**src/rtl/instr_encoder_loader.sv**
```systemverilog
// instr_encoder_loader
// Turns field-level RV32I requests (R, I-ALU, Load, Store, Branch) into
// 32-bit machine words and writes them to consecutive instruction memory
// word addresses, starting at BASE_ADDR in every session. It is used for
// program preload and self-test while the pipeline is held in reset.
//
// Ports
//   clk, rst             clock (rising edge), synchronous active-high reset
//   start, finish        open / close a load session
//   in_valid, in_ready   request handshake
//   in_type              0=R 1=I-ALU 2=Load 3=Store 4=Branch (5-7 illegal)
//   in_rd/rs1/rs2        register fields
//   in_funct3/funct7     function fields (funct7 is R-type only)
//   in_imm               13-bit signed immediate
//   mem_we/addr/wdata    instruction memory write port
//   busy, done, count    session status; count = words written
//   err                  sticky error, cleared by start
//
// state  | meaning
// IDLE   | no session; waits for start
// ACCEPT | ready for a request or finish
// WRITE  | one-cycle memory write of the registered word
// DONE   | one-cycle done pulse, then back to IDLE
module instr_encoder_loader #(
  parameter int ADDR_WIDTH = 8,
  parameter int BASE_ADDR  = 0
) (
  input  logic                  clk,
  input  logic                  rst,
  input  logic                  start,
  input  logic                  finish,
  input  logic                  in_valid,
  output logic                  in_ready,
  input  logic [2:0]            in_type,
  input  logic [4:0]            in_rd,
  input  logic [4:0]            in_rs1,
  input  logic [4:0]            in_rs2,
  input  logic [2:0]            in_funct3,
  input  logic [6:0]            in_funct7,
  input  logic [12:0]           in_imm,
  output logic                  mem_we,
  output logic [ADDR_WIDTH-1:0] mem_addr,
  output logic [31:0]           mem_wdata,
  output logic                  busy,
  output logic                  done,
  output logic [ADDR_WIDTH:0]   count,
  output logic                  err
);

  localparam logic [ADDR_WIDTH-1:0] BASE = ADDR_WIDTH'(BASE_ADDR);

  localparam logic [6:0] OP_R      = 7'b0110011;
  localparam logic [6:0] OP_I      = 7'b0010011;
  localparam logic [6:0] OP_LOAD   = 7'b0000011;
  localparam logic [6:0] OP_STORE  = 7'b0100011;
  localparam logic [6:0] OP_BRANCH = 7'b1100011;

  typedef enum logic [1:0] {S_IDLE, S_ACCEPT, S_WRITE, S_DONE} state_t;

  state_t                r_state;
  logic [ADDR_WIDTH-1:0] r_ptr;
  logic [ADDR_WIDTH:0]   r_count;
  logic                  r_fin_pend;
  logic                  r_in_ready;
  logic                  r_mem_we;
  logic [ADDR_WIDTH-1:0] r_mem_addr;
  logic [31:0]           r_mem_wdata;
  logic                  r_busy;
  logic                  r_done;
  logic                  r_err;

  logic [31:0] w_enc;
  logic        w_illegal;
  logic        w_full;
  logic        w_hs;

  // count never exceeds 2^ADDR_WIDTH, so its top bit alone flags "full"
  assign w_full = r_count[ADDR_WIDTH];
  assign w_hs   = in_valid & r_in_ready;

  always_comb begin
    w_enc     = '0;
    w_illegal = 1'b0;
    case (in_type)
      3'd0: w_enc = {in_funct7, in_rs2, in_rs1, in_funct3, in_rd, OP_R};
      3'd1: begin
        w_enc     = {in_imm[11:0], in_rs1, in_funct3, in_rd, OP_I};
        w_illegal = (in_imm[12] != in_imm[11]);
      end
      3'd2: begin
        w_enc     = {in_imm[11:0], in_rs1, in_funct3, in_rd, OP_LOAD};
        w_illegal = (in_imm[12] != in_imm[11]);
      end
      3'd3: begin
        w_enc     = {in_imm[11:5], in_rs2, in_rs1, in_funct3, in_imm[4:0], OP_STORE};
        w_illegal = (in_imm[12] != in_imm[11]);
      end
      3'd4: begin
        w_enc     = {in_imm[12], in_imm[10:5], in_rs2, in_rs1, in_funct3,
                     in_imm[4:1], in_imm[11], OP_BRANCH};
        w_illegal = in_imm[0];
      end
      default: w_illegal = 1'b1;
    endcase
    if (w_full) w_illegal = 1'b1;
  end

  always_ff @(posedge clk) begin
    if (rst) begin
      r_state     <= S_IDLE;
      r_ptr       <= BASE;
      r_count     <= '0;
      r_fin_pend  <= 1'b0;
      r_in_ready  <= 1'b0;
      r_mem_we    <= 1'b0;
      r_mem_addr  <= '0;
      r_mem_wdata <= '0;
      r_busy      <= 1'b0;
      r_done      <= 1'b0;
      r_err       <= 1'b0;
    end else begin
      r_mem_we <= 1'b0;
      r_done   <= 1'b0;
      case (r_state)
        S_IDLE: begin
          if (start) begin
            r_state    <= S_ACCEPT;
            r_ptr      <= BASE;
            r_count    <= '0;
            r_err      <= 1'b0;
            r_in_ready <= 1'b1;
            r_busy     <= 1'b1;
          end
        end
        S_ACCEPT: begin
          if (w_hs && !w_illegal) begin
            r_mem_wdata <= w_enc;
            r_mem_addr  <= r_ptr;
            r_mem_we    <= 1'b1;
            r_in_ready  <= 1'b0;
            r_fin_pend  <= finish;
            r_state     <= S_WRITE;
          end else begin
            // an illegal request is dropped; a concurrent finish still ends
            // the session since no word is left pending
            if (w_hs) r_err <= 1'b1;
            if (finish) begin
              r_in_ready <= 1'b0;
              r_done     <= 1'b1;
              r_state    <= S_DONE;
            end
          end
        end
        S_WRITE: begin
          r_ptr   <= r_ptr + 1'b1;
          r_count <= r_count + 1'b1;
          if (r_fin_pend) begin
            r_done  <= 1'b1;
            r_state <= S_DONE;
          end else begin
            r_in_ready <= 1'b1;
            r_state    <= S_ACCEPT;
          end
        end
        S_DONE: begin
          r_fin_pend <= 1'b0;
          r_busy     <= 1'b0;
          r_state    <= S_IDLE;
        end
        default: r_state <= S_IDLE;
      endcase
    end
  end

  assign in_ready  = r_in_ready;
  assign mem_we    = r_mem_we;
  assign mem_addr  = r_mem_addr;
  assign mem_wdata = r_mem_wdata;
  assign busy      = r_busy;
  assign done      = r_done;
  assign count     = r_count;
  assign err       = r_err;

endmodule

```
**config.mk**
```make
export PLATFORM = sky130hd
export DESIGN_NAME = instr_encoder_loader
export DESIGN_NICKNAME = d
export VERILOG_FILES = /design/src/rtl/instr_encoder_loader.sv
export SDC_FILE = /design/constraint.sdc
export NUM_CORES = 1
export LEC_CHECK = 0
export ABC_AREA = 1
export BUFFER_PORTS_ARGS = -buffer_cell sky130_fd_sc_hd__buf_2
export CAP_MARGIN = 30
export CORE_MARGIN = 4
export CORE_UTILIZATION = 30
export DETAILED_ROUTE_END_ITERATION = 7
export PLACE_DENSITY = 0.52
export SLEW_MARGIN = 25
export SYNTH_ARGS = -nofsm -noshare
export SYNTH_HDL_FRONTEND = slang
export SYNTH_SLANG_ARGS = --single-unit
export TNS_END_PERCENT = 30
```
**constraint.sdc**
```tcl
create_clock -name clk -period 4 [get_ports clk]
set_input_delay 1 -clock clk [delete_from_list [all_inputs] [get_ports clk]]
set_output_delay 1 -clock clk [all_outputs]
set_load 0.02 [all_outputs]
```
==> results of run 1 <==
[logic make-up (layout without fill, tap and decap cells)]
| family | count (synthesis) | count (layout) | synth area share [%] |
|---|---|---|---|
| buf+inv | 61 | 155 | 9.46 |
| flops | 62 | 62 | 42.5 |
| fa+ha+maj | 6 | 6 | 2.57 |
| simple gates | 188 | 188 | 28.1 |
| other cells | 1 | 2 | 0.128 |
| compound gates | 97 | 97 | 17.3 |
[cell usage after synthesis (2+ instances only)]
cell / instances / area (um2)
sky130_fd_sc_hd__nand2_1: 125 / 469
sky130_fd_sc_hd__dfxtp_1: 62 / 1240
sky130_fd_sc_hd__a21oi_1: 58 / 290
sky130_fd_sc_hd__inv_1: 38 / 143
sky130_fd_sc_hd__o21ai_0: 25 / 125
sky130_fd_sc_hd__nand3_1: 18 / 90.1
sky130_fd_sc_hd__nor2_1: 15 / 56.3
sky130_fd_sc_hd__nor3_1: 13 / 65.1
sky130_fd_sc_hd__buf_2: 6 / 30.0
sky130_fd_sc_hd__buf_4: 6 / 45.0
sky130_fd_sc_hd__clkbuf_1: 6 / 22.5
sky130_fd_sc_hd__ha_1: 6 / 75.1
sky130_fd_sc_hd__nand4_1: 6 / 37.5
sky130_fd_sc_hd__o21ai_1: 6 / 30.0
sky130_fd_sc_hd__buf_6: 2 / 22.5
sky130_fd_sc_hd__inv_2: 2 / 7.51
sky130_fd_sc_hd__nand2_2: 2 / 12.5
sky130_fd_sc_hd__nor2_4: 2 / 22.5
sky130_fd_sc_hd__nor4_1: 2 / 12.5
sky130_fd_sc_hd__o21a_1: 2 / 15.0
[critical path: stages]
cell	delay [ns]
sky130_fd_sc_hd__buf_2	0.14
sky130_fd_sc_hd__nor2_4	0.20
sky130_fd_sc_hd__nor2_1	0.07
sky130_fd_sc_hd__nand2_2	0.09
sky130_fd_sc_hd__nand4_4	0.40
sky130_fd_sc_hd__inv_4	0.52
sky130_fd_sc_hd__o21ai_0	0.16
sky130_fd_sc_hd__a21oi_1	0.14
[metal layers]
layer  global-route usage, %  vias to the layer above  share of wire (%)  routed length, um
met4                    6.03                        0                1.4                118
met5                       0                        -                  0                  0
met3                    3.25                       10                5.7                464
met2                    22.3                       76                 46               3770
li1                        -                     1528                  -                  -
met1                    19.2                     1301                 47               3810
[final cells by class]
type	instances	share of cell area [%]
Multi-Input combinational cell	293	38.3
Inverter	41	4.26
Tap cell	129	4.39
Timing Repair Buffer	98	13.4
Sequential cell	62	33.8
Clock buffer	12	3.95
Clock inverter	4	1.91
[final timing paths]
check,depth (start not counted),endpoint,slack [ns]
setup / recovery,8,mem_addr[6],1.54
hold / removal,2,mem_wdata[14],0.46
setup reg to reg,6,mem_addr[6],1.77
hold reg to reg,2,mem_wdata[14],0.46
[where the power goes]
group / switching (mW) / internal, mW / total, mW
combinational: 0.194 / 0.0844 / 0.279
sequential: 0.0185 / 0.640 / 0.659
clock: 0.243 / 0.366 / 0.609
[through the flow]
stage	cell area [um2]	power, mW
2_1_floorplan	2930	0.869
3_3_place_gp	3460	0.951
3_5_place_dp	3460	0.952
4_1_cts	3670	1.57
5_1_grt	3670	1.63
6_report	3670	1.55
[flip-flops by register name, indices dropped and copies added, names as in the netlist]
name and flops:
mem_wdata 29, count 9, mem_addr 8, r_ptr 8, r_state 2, busy 1, done 1, err 1
in_ready 1, mem_we 1, r_fin_pend 1
==> impl_metrics.xml, run 1 <==
<?xml version="1.0" encoding="UTF-8"?>
<metrics>
  <group name="critical_path">
    <metric name="critical_path_peak_fanout" unit="">44</metric>
    <metric name="critical_path_arrival" unit="ns">2.73</metric>
    <metric name="crit_start_category" unit="">primary input</metric>
    <metric name="setup.worst_path.end_class" unit="">register</metric>
    <metric name="critical_path_required" unit="ns">4.27</metric>
    <metric name="criticalPathCategory" unit="">primary input to register</metric>
    <metric name="start_of_the_worst_register_to_register_path" unit="">r_state[1]</metric>
    <metric name="origin_of_the_worst_setup_path" unit="">in_type[0]</metric>
  </group>
  <group name="detailed_routing">
    <metric name="ant_nets" unit="">0</metric>
    <metric name="via_count" unit="">2915</metric>
    <metric name="wire_length_per_cell_after_detailed_routing" unit="um">12.8</metric>
    <metric name="route.detailed.drc" unit="">0</metric>
    <metric name="drt-initial-drc-count" unit="">131</metric>
    <metric name="post_detailed_routing_wire_length" unit="um">8170</metric>
    <metric name="route.detailed.vias_per_inst" unit="">4.56</metric>
    <metric name="dr.pass1.iters" unit="">4</metric>
  </group>
  <group name="floorplan">
    <metric name="core_area" unit="um2">9370</metric>
    <metric name="dieArea" unit="um2">11400</metric>
    <metric name="initial_core_util" unit="%">31.2</metric>
    <metric name="fp.dieH" unit="um">107</metric>
    <metric name="std_cell_rows" unit="">35</metric>
    <metric name="die_w" unit="um">107</metric>
    <metric name="ports" unit="">100</metric>
  </group>
  <group name="pwr">
    <metric name="power_leakage" unit="nW">1.67</metric>
    <metric name="power.density_cell_area" unit="nW/um2">421</metric>
    <metric name="vdd_drop_max" unit="mV">0.242</metric>
  </group>
  <group name="min_path">
    <metric name="hold_path.class" unit="">register to register</metric>
    <metric name="worst_hold_startpoint" unit="">mem_wdata[14]</metric>
  </group>
  <group name="cts">
    <metric name="ctsHtreeMaxLevel" unit="">3</metric>
    <metric name="cts.path.max_buffers" unit="">2</metric>
    <metric name="cts_buffers" unit="">9</metric>
    <metric name="clock_sink_count" unit="">62</metric>
    <metric name="tritoncts" unit="">built</metric>
    <metric name="clock_pin_slew_on_the_worst_setup_and_hold_paths" unit="ns">0.07</metric>
    <metric name="clock_root_cell" unit="">sky130_fd_sc_hd__clkbuf_8</metric>
    <metric name="cts_setup_buffers" unit="">0</metric>
    <metric name="count_of_hold_buffers_inserted_by_post_cts_repair" unit="">0</metric>
    <metric name="post_cts_resized" unit="">0</metric>
    <metric name="worstSkewPairLatency" unit="ns">0.34</metric>
  </group>
  <group name="grt">
    <metric name="pin_count_of_the_biggest_net_entering_global_routing" unit="">45</metric>
    <metric name="grt.overflow.total" unit="">0</metric>
    <metric name="grt_first_pass_wirelength" unit="um">13000</metric>
    <metric name="number_of_global_route_vias_before_repair" unit="">2721</metric>
    <metric name="grt_antenna_before_repair" unit="">0</metric>
    <metric name="grtUsageTotal" unit="%">14.4</metric>
  </group>
  <group name="synthesis">
    <metric name="post_synth_edffs" unit="">0</metric>
    <metric name="syn_inst" unit="">415</metric>
    <metric name="ys_async_sr_fraction" unit="%">0</metric>
    <metric name="syn-mean-instance-area" unit="um2">7.04</metric>
    <metric name="yosys_register_bits" unit="">62</metric>
    <metric name="netlist-cell-type-count" unit="">33</metric>
    <metric name="ys_seq_area_share" unit="%">42.5</metric>
    <metric name="synth.yosys.warnings" unit="">0</metric>
    <metric name="synth_ff_type" unit="">sky130_fd_sc_hd__dfxtp_1</metric>
    <metric name="syn_area" unit="um2">2920</metric>
  </group>
  <group name="cells_and_area">
    <metric name="seqCellArea" unit="um2">1240</metric>
    <metric name="commonest_non_fill_non_tap_cells_in_the_layout" unit="">125 x sky130_fd_sc_hd__nand2_1, 97 x sky130_fd_sc_hd__buf_2, 62 x sky130_fd_sc_hd__dfxtp_1, 58 x sky130_fd_sc_hd__a21oi_1, 38 x sky130_fd_sc_hd__inv_1</metric>
    <metric name="layout-drive-gt1-share" unit="%">24.3</metric>
    <metric name="num-nets-final" unit="">557</metric>
    <metric name="final-instance-count-excl-fill" unit="">639</metric>
    <metric name="multiInputGateArea" unit="um2">1410</metric>
    <metric name="final_core_util" unit="%">39.2</metric>
    <metric name="antenna_cells" unit="">0</metric>
    <metric name="area.growth.synth_to_final" unit="%">25.8</metric>
    <metric name="final.fill_count" unit="">1062</metric>
    <metric name="mostFrequentLayoutCell" unit="">sky130_fd_sc_hd__nand2_1</metric>
  </group>
  <group name="timing">
    <metric name="timing.slew.headroom" unit="%">55.9</metric>
    <metric name="hold_viol_final" unit="">0</metric>
    <metric name="max_clock_freq" unit="MHz">407</metric>
    <metric name="tightest_slew" unit="ns">0.657</metric>
    <metric name="layout_worst_path_cycle_share" unit="%">61.4</metric>
    <metric name="rsz0062_at_grt" unit="">false</metric>
    <metric name="clock_skew" unit="ns">0.00634</metric>
    <metric name="period_minus_slack" unit="ns">2.46</metric>
    <metric name="setup-tns-final" unit="ns">0</metric>
    <metric name="timing.hold.ws" unit="ns">0.461</metric>
    <metric name="layout_setup_ws" unit="ns">1.54</metric>
    <metric name="final-setup-viol-count" unit="">0</metric>
    <metric name="drv_slew" unit="">0</metric>
  </group>
  <group name="placement">
    <metric name="port_buffers" unit="">97</metric>
    <metric name="place_ws" unit="ns">1.17</metric>
    <metric name="detailedPlacementHpwl" unit="um">6050</metric>
    <metric name="gp_congestion" unit="">0.813</metric>
    <metric name="dp.cells" unit="">623</metric>
  </group>
  <group name="run_status">
    <metric name="run_status" unit="">finished clean</metric>
  </group>
  <group name="job">
    <metric name="drv_cap" unit="">0</metric>
  </group>
</metrics>
(Power assumes the default switching activity.)
==> run 2, diff against run 1 <==
ABC_AREA = 0   (was 1)
PLACE_DENSITY = 0.54   (was 0.52)
clock period = 2.2 ns   (was 4 ns; I/O delays follow)
==> run 2 against run 1 <==
  * Design area grew 2.5%
  * Sequential power grew 82%
  * Power grew 93%
  * Synthesized cell count shrank 13%
==> impl_metrics.xml, run 2 <==
<?xml version="1.0" encoding="UTF-8"?>
<metrics>
  <group name="run_status">
    <metric name="run_status" unit="">finished clean</metric>
  </group>
  <group name="timing">
    <metric name="layout_setup_ws" unit="ns">0.231</metric>
    <metric name="timing.hold.ws" unit="ns">0.445</metric>
    <metric name="drv_slew" unit="">0</metric>
    <metric name="max_clock_freq" unit="MHz">508</metric>
    <metric name="setup-tns-final" unit="ns">0</metric>
    <metric name="clock_skew" unit="ns">0.00525</metric>
    <metric name="rsz0062_at_grt" unit="">false</metric>
    <metric name="hold_viol_final" unit="">0</metric>
    <metric name="final-setup-viol-count" unit="">0</metric>
    <metric name="layout_worst_path_cycle_share" unit="%">89.5</metric>
    <metric name="period_minus_slack" unit="ns">1.97</metric>
  </group>
  <group name="detailed_routing">
    <metric name="route.detailed.drc" unit="">0</metric>
    <metric name="drt-initial-drc-count" unit="">131</metric>
    <metric name="route.detailed.vias_per_inst" unit="">4.72</metric>
    <metric name="wire_length_per_cell_after_detailed_routing" unit="um">13.0</metric>
    <metric name="ant_nets" unit="">0</metric>
    <metric name="via_count" unit="">2783</metric>
    <metric name="dr.pass1.iters" unit="">5</metric>
    <metric name="post_detailed_routing_wire_length" unit="um">7700</metric>
  </group>
  <group name="pwr">
    <metric name="p_sw_share" unit="%">26.4</metric>
    <metric name="totalPowerFinal" unit="mW">2.99</metric>
    <metric name="net_switching_component_of_the_power" unit="uW">789</metric>
    <metric name="power.share.clock" unit="%">43.0</metric>
    <metric name="internal-power" unit="mW">2.20</metric>
    <metric name="combPwrFrac" unit="%">16.8</metric>
    <metric name="power.density_cell_area" unit="nW/um2">794</metric>
    <metric name="power_leakage" unit="nW">1.60</metric>
    <metric name="pwr-share-seq" unit="%">40.2</metric>
    <metric name="vdd_drop_max" unit="mV">0.382</metric>
  </group>
  <group name="cells_and_area">
    <metric name="final_design_area_no_fill" unit="um2">3770</metric>
    <metric name="commonest_non_fill_non_tap_cells_in_the_layout" unit="">97 x sky130_fd_sc_hd__buf_2, 62 x sky130_fd_sc_hd__dfxtp_1, 55 x sky130_fd_sc_hd__nor2_1, 54 x sky130_fd_sc_hd__nand2_1, 40 x sky130_fd_sc_hd__a21oi_1</metric>
    <metric name="largest_register_ffs" unit="">29</metric>
    <metric name="area.growth.synth_to_final" unit="%">29.8</metric>
    <metric name="mostFrequentLayoutCell" unit="">sky130_fd_sc_hd__buf_2</metric>
    <metric name="num-nets-final" unit="">509</metric>
    <metric name="layout-drive-gt1-share" unit="%">28.6</metric>
    <metric name="antenna_cells" unit="">0</metric>
    <metric name="final_core_util" unit="%">40.4</metric>
    <metric name="final-instance-count-excl-fill" unit="">590</metric>
  </group>
  <group name="placement">
    <metric name="detailed_place.area" unit="um2">3510</metric>
    <metric name="gp_congestion" unit="">0.783</metric>
    <metric name="dp.cells" unit="">575</metric>
    <metric name="detailedPlacementHpwl" unit="um">5830</metric>
    <metric name="place_ws" unit="ns">0.239</metric>
    <metric name="port_buffers" unit="">97</metric>
  </group>
  <group name="critical_path">
    <metric name="critical_path_arrival" unit="ns">2.23</metric>
    <metric name="crit_start_category" unit="">register</metric>
    <metric name="setup.worst_path.end_class" unit="">register</metric>
    <metric name="rrSetupSlack" unit="ns">0.23</metric>
    <metric name="criticalPathCategory" unit="">register to register</metric>
    <metric name="critical_path_peak_fanout" unit="">7</metric>
    <metric name="critical_path_required" unit="ns">2.46</metric>
  </group>
  <group name="job">
    <metric name="drv_cap" unit="">0</metric>
  </group>
  <group name="synthesis">
    <metric name="syn-mean-instance-area" unit="um2">8.08</metric>
    <metric name="syn_inst" unit="">359</metric>
    <metric name="post_synth_edffs" unit="">0</metric>
    <metric name="netlist-cell-type-count" unit="">38</metric>
    <metric name="synth.yosys.warnings" unit="">0</metric>
    <metric name="ys_seq_area_share" unit="%">42.8</metric>
    <metric name="synth_ff_type" unit="">sky130_fd_sc_hd__dfxtp_1</metric>
    <metric name="ys_top_cells_by_count" unit="">62 x sky130_fd_sc_hd__dfxtp_1, 55 x sky130_fd_sc_hd__nor2_1, 54 x sky130_fd_sc_hd__nand2_1, 40 x sky130_fd_sc_hd__a21oi_1, 17 x sky130_fd_sc_hd__o21ai_0</metric>
    <metric name="synth_largest_type_area_fraction" unit="%">42.8</metric>
    <metric name="synth.top_cells.by_area" unit="">sky130_fd_sc_hd__dfxtp_1 43%, sky130_fd_sc_hd__nor2_1 7.1%, sky130_fd_sc_hd__nand2_1 7.0%, sky130_fd_sc_hd__a21oi_1 6.9%, sky130_fd_sc_hd__xor2_1 3.3%</metric>
    <metric name="ys_async_sr_fraction" unit="%">0</metric>
    <metric name="yosys.cell_count.top_type" unit="">sky130_fd_sc_hd__dfxtp_1</metric>
    <metric name="synth_largest_area_cell" unit="">sky130_fd_sc_hd__dfxtp_1</metric>
    <metric name="yosys_register_bits" unit="">62</metric>
    <metric name="syn_area" unit="um2">2900</metric>
  </group>
  <group name="grt">
    <metric name="grt.overflow.total" unit="">0</metric>
    <metric name="number_of_global_route_vias_before_repair" unit="">2678</metric>
    <metric name="grt_antenna_before_repair" unit="">0</metric>
    <metric name="grtUsageTotal" unit="%">13.7</metric>
    <metric name="grt_first_pass_wirelength" unit="um">12600</metric>
    <metric name="pin_count_of_the_biggest_net_entering_global_routing" unit="">32</metric>
  </group>
  <group name="floorplan">
    <metric name="dieArea" unit="um2">11300</metric>
    <metric name="std_cell_rows" unit="">35</metric>
    <metric name="initial_core_util" unit="%">31.1</metric>
    <metric name="core_area" unit="um2">9330</metric>
    <metric name="die_w" unit="um">106</metric>
    <metric name="ports" unit="">100</metric>
    <metric name="fp.dieH" unit="um">106</metric>
  </group>
  <group name="cts">
    <metric name="clock_root_cell" unit="">sky130_fd_sc_hd__clkbuf_8</metric>
    <metric name="post_cts_resized" unit="">0</metric>
    <metric name="clock_sink_count" unit="">62</metric>
    <metric name="cts_setup_buffers" unit="">0</metric>
    <metric name="tritoncts" unit="">built</metric>
    <metric name="cts.path.max_buffers" unit="">2</metric>
    <metric name="worstSkewPairLatency" unit="ns">0.33</metric>
    <metric name="clock_pin_slew_on_the_worst_setup_and_hold_paths" unit="ns">0.07</metric>
    <metric name="cts_buffers" unit="">9</metric>
    <metric name="ctsHtreeMaxLevel" unit="">3</metric>
    <metric name="count_of_hold_buffers_inserted_by_post_cts_repair" unit="">0</metric>
  </group>
  <group name="min_path">
    <metric name="hold_path.class" unit="">primary input to register</metric>
  </group>
</metrics>
==> run 2: changes by cell type in the layout (fill, tap and decap cells not counted), sizes merged, moves of 12 or more <==
| cell | delta |
|---|---|
| inv | -38 |
| nand2 | -74 |
| nor2b | +12 |
| o21ai | -14 |
| nand3 | -13 |
| nor2 | +37 |
| a21oi | -18 |
| buf | +12 |
==> run 2: final cells by class <==
class                           count  area (um2)
Clock buffer                       12         165
Tap cell                          129         161
Inverter                            3        11.3
Clock inverter                      3        90.1
Sequential cell                    62        1240
Timing Repair Buffer              110         596
Multi-Input combinational cell    271        1500
Fill cell                         995        5560
==> run 2: cell families (layout without fill, tap and decap cells) <==
logic type	count (synthesis)	count (layout)	share of synthesized area (%)
adder cells (fa/ha/maj)	6	6	2.59
other	1	2	0.129
AND/OR/NAND/NOR	162	162	25.0
buffers and inverters	27	128	5.65
XOR/XNOR	12	12	3.62
flip-flops	62	62	42.8
AO/OA/AOI/OAI	81	81	17.4
multiplexers	8	8	2.85
==> run 2: worst paths after layout <==
| check | cells after the start | to | start |
|---|---|---|---|
| max | 6 | count[7] | r_state[0] |
| min | 3 | mem_wdata[16] | in_rs1[1] |
| max reg2reg | 6 | count[7] | r_state[0] |
| min reg2reg | 2 | mem_wdata[4] | mem_wdata[4] |
==> run 2: power by group through the flow <==
stage	clock network [mW]	registers, mW	logic, mW
final	1.29	1.20	0.502
after global routing	1.37	1.21	0.564
after CTS	1.31	1.20	0.505
after detailed placement	0	1.23	0.503
after global placement	0	1.23	0.504
after floorplan	0	1.26	0.308
==> run 2: layer usage <==
| metal | vias up | GRT usage, % | share of wire (%) |
|---|---|---|---|
| met5 | - | 0 | 0 |
| met4 | 0 | 5.27 | 1.8 |
| met3 | 11 | 3.58 | 6.8 |
| met2 | 87 | 21.6 | 45 |
| met1 | 1257 | 17.8 | 47 |
| li1 | 1428 | - | - |
==> run 2: critical path: stages (launching register included) <==
cell and delay, ns:
sky130_fd_sc_hd__dfxtp_1 0.39, sky130_fd_sc_hd__inv_1 0.11, sky130_fd_sc_hd__ha_1 0.27, sky130_fd_sc_hd__mux2_2 0.33, sky130_fd_sc_hd__nand4_1 0.23, sky130_fd_sc_hd__or3_1 0.41
sky130_fd_sc_hd__a21oi_1 0.15
==> run 3, diff against run 2 <==
CORE_UTILIZATION = 35   (was 30)
PLACE_DENSITY = 0.62   (was 0.54)
==> run 3 against run 2 <==
  * Non-clock buffer count shrank 2
  * First-iteration DRC count shrank 29%
  * Maximum frequency grew 2.1%
  * Die area shrank 13%
  * Largest cell class unchanged
  * Highest routed layer unchanged
==> impl_metrics.xml, run 3 (synthesis results as in run 2) <==
<?xml version="1.0" encoding="UTF-8"?>
<metrics>
  <group name="run_status">
    <metric name="run_status" unit="">finished clean</metric>
  </group>
  <group name="critical_path">
    <metric name="start_of_the_worst_register_to_register_path" unit="">r_state[0]</metric>
    <metric name="setup.worst_path.end_class" unit="">register</metric>
    <metric name="critical_path_arrival" unit="ns">2.20</metric>
    <metric name="critical_path_required" unit="ns">2.47</metric>
    <metric name="rrSetupSlack" unit="ns">0.27</metric>
    <metric name="critical_path_peak_fanout" unit="">7</metric>
    <metric name="criticalPathCategory" unit="">register to register</metric>
    <metric name="crit_start_category" unit="">register</metric>
    <metric name="crit-reg2reg-capture" unit="">count[7]</metric>
    <metric name="ff2ff_path_depth" unit="">6</metric>
  </group>
  <group name="floorplan">
    <metric name="dieArea" unit="um2">9810</metric>
    <metric name="std_cell_rows" unit="">32</metric>
    <metric name="core_area" unit="um2">7890</metric>
    <metric name="fp.dieH" unit="um">99.1</metric>
    <metric name="die_w" unit="um">99.1</metric>
    <metric name="initial_core_util" unit="%">36.8</metric>
    <metric name="ports" unit="">100</metric>
  </group>
  <group name="timing">
    <metric name="setup-tns-final" unit="ns">0</metric>
    <metric name="final-setup-viol-count" unit="">0</metric>
    <metric name="drv_slew" unit="">0</metric>
    <metric name="layout_worst_path_cycle_share" unit="%">87.7</metric>
    <metric name="max_clock_freq" unit="MHz">519</metric>
    <metric name="layout_setup_ws" unit="ns">0.272</metric>
    <metric name="clock_skew" unit="ns">0.00929</metric>
    <metric name="timing.hold.ws" unit="ns">0.448</metric>
    <metric name="period_minus_slack" unit="ns">1.93</metric>
    <metric name="rsz0062_at_grt" unit="">false</metric>
    <metric name="hold_viol_final" unit="">0</metric>
  </group>
  <group name="detailed_routing">
    <metric name="dr.pass1.iters" unit="">4</metric>
    <metric name="ant_nets" unit="">0</metric>
    <metric name="drt-initial-drc-count" unit="">93</metric>
    <metric name="route.detailed.drc" unit="">0</metric>
    <metric name="post_detailed_routing_wire_length" unit="um">7520</metric>
    <metric name="route.detailed.vias_per_inst" unit="">4.97</metric>
    <metric name="via_count" unit="">2795</metric>
    <metric name="wire_length_per_cell_after_detailed_routing" unit="um">13.4</metric>
  </group>
  <group name="cells_and_area">
    <metric name="layout-drive-gt1-share" unit="%">27.8</metric>
    <metric name="final-instance-count-excl-fill" unit="">562</metric>
    <metric name="largest_register_ffs" unit="">29</metric>
    <metric name="mostFrequentLayoutCell" unit="">sky130_fd_sc_hd__buf_2</metric>
    <metric name="area.growth.synth_to_final" unit="%">27.1</metric>
    <metric name="final.fill_count" unit="">818</metric>
    <metric name="num-nets-final" unit="">507</metric>
    <metric name="commonest_non_fill_non_tap_cells_in_the_layout" unit="">97 x sky130_fd_sc_hd__buf_2, 62 x sky130_fd_sc_hd__dfxtp_1, 55 x sky130_fd_sc_hd__nor2_1, 54 x sky130_fd_sc_hd__nand2_1, 40 x sky130_fd_sc_hd__a21oi_1</metric>
    <metric name="antenna_cells" unit="">0</metric>
  </group>
  <group name="min_path">
    <metric name="hold-path-endpoint" unit="">mem_wdata[15]</metric>
    <metric name="hold_path.class" unit="">primary input to register</metric>
    <metric name="timing.hold.worst_path_depth" unit="">3</metric>
    <metric name="worst_hold_startpoint" unit="">in_rs1[0]</metric>
  </group>
  <group name="grt">
    <metric name="grtUsageTotal" unit="%">15.1</metric>
    <metric name="grt_antenna_before_repair" unit="">0</metric>
    <metric name="pin_count_of_the_biggest_net_entering_global_routing" unit="">41</metric>
    <metric name="grt_first_pass_wirelength" unit="um">12100</metric>
    <metric name="number_of_global_route_vias_before_repair" unit="">2508</metric>
    <metric name="grt.overflow.total" unit="">0</metric>
  </group>
  <group name="cts">
    <metric name="tritoncts" unit="">built</metric>
    <metric name="clock_pin_slew_on_the_worst_setup_and_hold_paths" unit="ns">0.07</metric>
    <metric name="ctsHtreeMaxLevel" unit="">3</metric>
    <metric name="post_cts_resized" unit="">0</metric>
    <metric name="cts.path.max_buffers" unit="">2</metric>
    <metric name="cts_setup_buffers" unit="">0</metric>
    <metric name="cts_buffers" unit="">9</metric>
    <metric name="clock_sink_count" unit="">62</metric>
    <metric name="count_of_hold_buffers_inserted_by_post_cts_repair" unit="">0</metric>
    <metric name="worstSkewPairLatency" unit="ns">0.34</metric>
    <metric name="clock_root_cell" unit="">sky130_fd_sc_hd__clkbuf_8</metric>
  </group>
  <group name="job">
    <metric name="drv_cap" unit="">0</metric>
  </group>
  <group name="pwr">
    <metric name="power_leakage" unit="nW">1.57</metric>
    <metric name="power.density_cell_area" unit="nW/um2">760</metric>
    <metric name="vdd_drop_max" unit="mV">0.368</metric>
  </group>
  <group name="placement">
    <metric name="place_ws" unit="ns">0.201</metric>
    <metric name="dp.cells" unit="">546</metric>
    <metric name="port_buffers" unit="">97</metric>
    <metric name="gp_congestion" unit="">0.859</metric>
    <metric name="detailedPlacementHpwl" unit="um">5490</metric>
  </group>
</metrics>
## run 3: cell types whose count changed in the layout (fill, tap and decap cells not counted), moves of 2 or more
cell	delta
sky130_fd_sc_hd__buf_4	-3
sky130_fd_sc_hd__clkbuf_1	+2
sky130_fd_sc_hd__clkbuf_8	-2
sky130_fd_sc_hd__clkinv_2	+2
## run 3: metrics by stage
step | utilization (%) | cell area [um2] | total power, mW
3_5_place_dp | 44.0 | 3470 | 1.73
6_report | 46.8 | 3690 | 2.80
2_1_floorplan | - | 2910 | 1.57
3_3_place_gp | 44.0 | 3470 | 1.72
4_1_cts | 46.8 | 3690 | 2.83
5_1_grt | 46.8 | 3690 | 2.95
## run 3: per-layer routing
layer  vias to the layer above  wire length, um  track usage, %
li1                       1423                -               -
met4                         0              152            7.25
met5                         -                0               0
met2                        78             3330            22.6
met1                      1283             3570            20.3
met3                        11              465            3.68
## run 3: power breakdown
part	leakage, nW	switching, mW	internal (mW)
registers	0.501	0.0346	1.17
clock network	0.110	0.429	0.666
logic	0.963	0.310	0.195
## run 3: worst max path at each step
stage | from | endpoint | slack, ns | cells after the start
finish | r_state[0] | count[7] | 0.27 | 6
global route | r_state[1] | count[7] | 0.13 | 6
CTS | r_state[0] | count[7] | 0.29 | 6
detailed placement | in_imm[0] | mem_wdata[26] | 0.20 | 6
global placement | in_valid | mem_wdata[29] | 0.29 | 7
floorplan | in_type[0] | mem_wdata[29] | 0.36 | 9
## run 3: layout make-up
| cell class | instances | area, um2 | area share [%] |
|---|---|---|---|
| clock buffers | 12 | 145 | 3.93 |
| well taps | 102 | 128 | 3.46 |
| inverters | 3 | 11.3 | 0.305 |
| clock inverters | 4 | 70.1 | 1.90 |
| repair buffers | 108 | 593 | 16.1 |
| flip-flops and latches | 62 | 1240 | 33.6 |
| multi-input cells | 271 | 1500 | 40.7 |
## run 3: worst max-delay path: stages (launching register included)
cell	delay, ns
sky130_fd_sc_hd__dfxtp_1	0.37
sky130_fd_sc_hd__inv_1	0.10
sky130_fd_sc_hd__ha_1	0.28
sky130_fd_sc_hd__mux2_2	0.33
sky130_fd_sc_hd__nand4_1	0.23
sky130_fd_sc_hd__or3_1	0.40
sky130_fd_sc_hd__a21oi_1	0.14
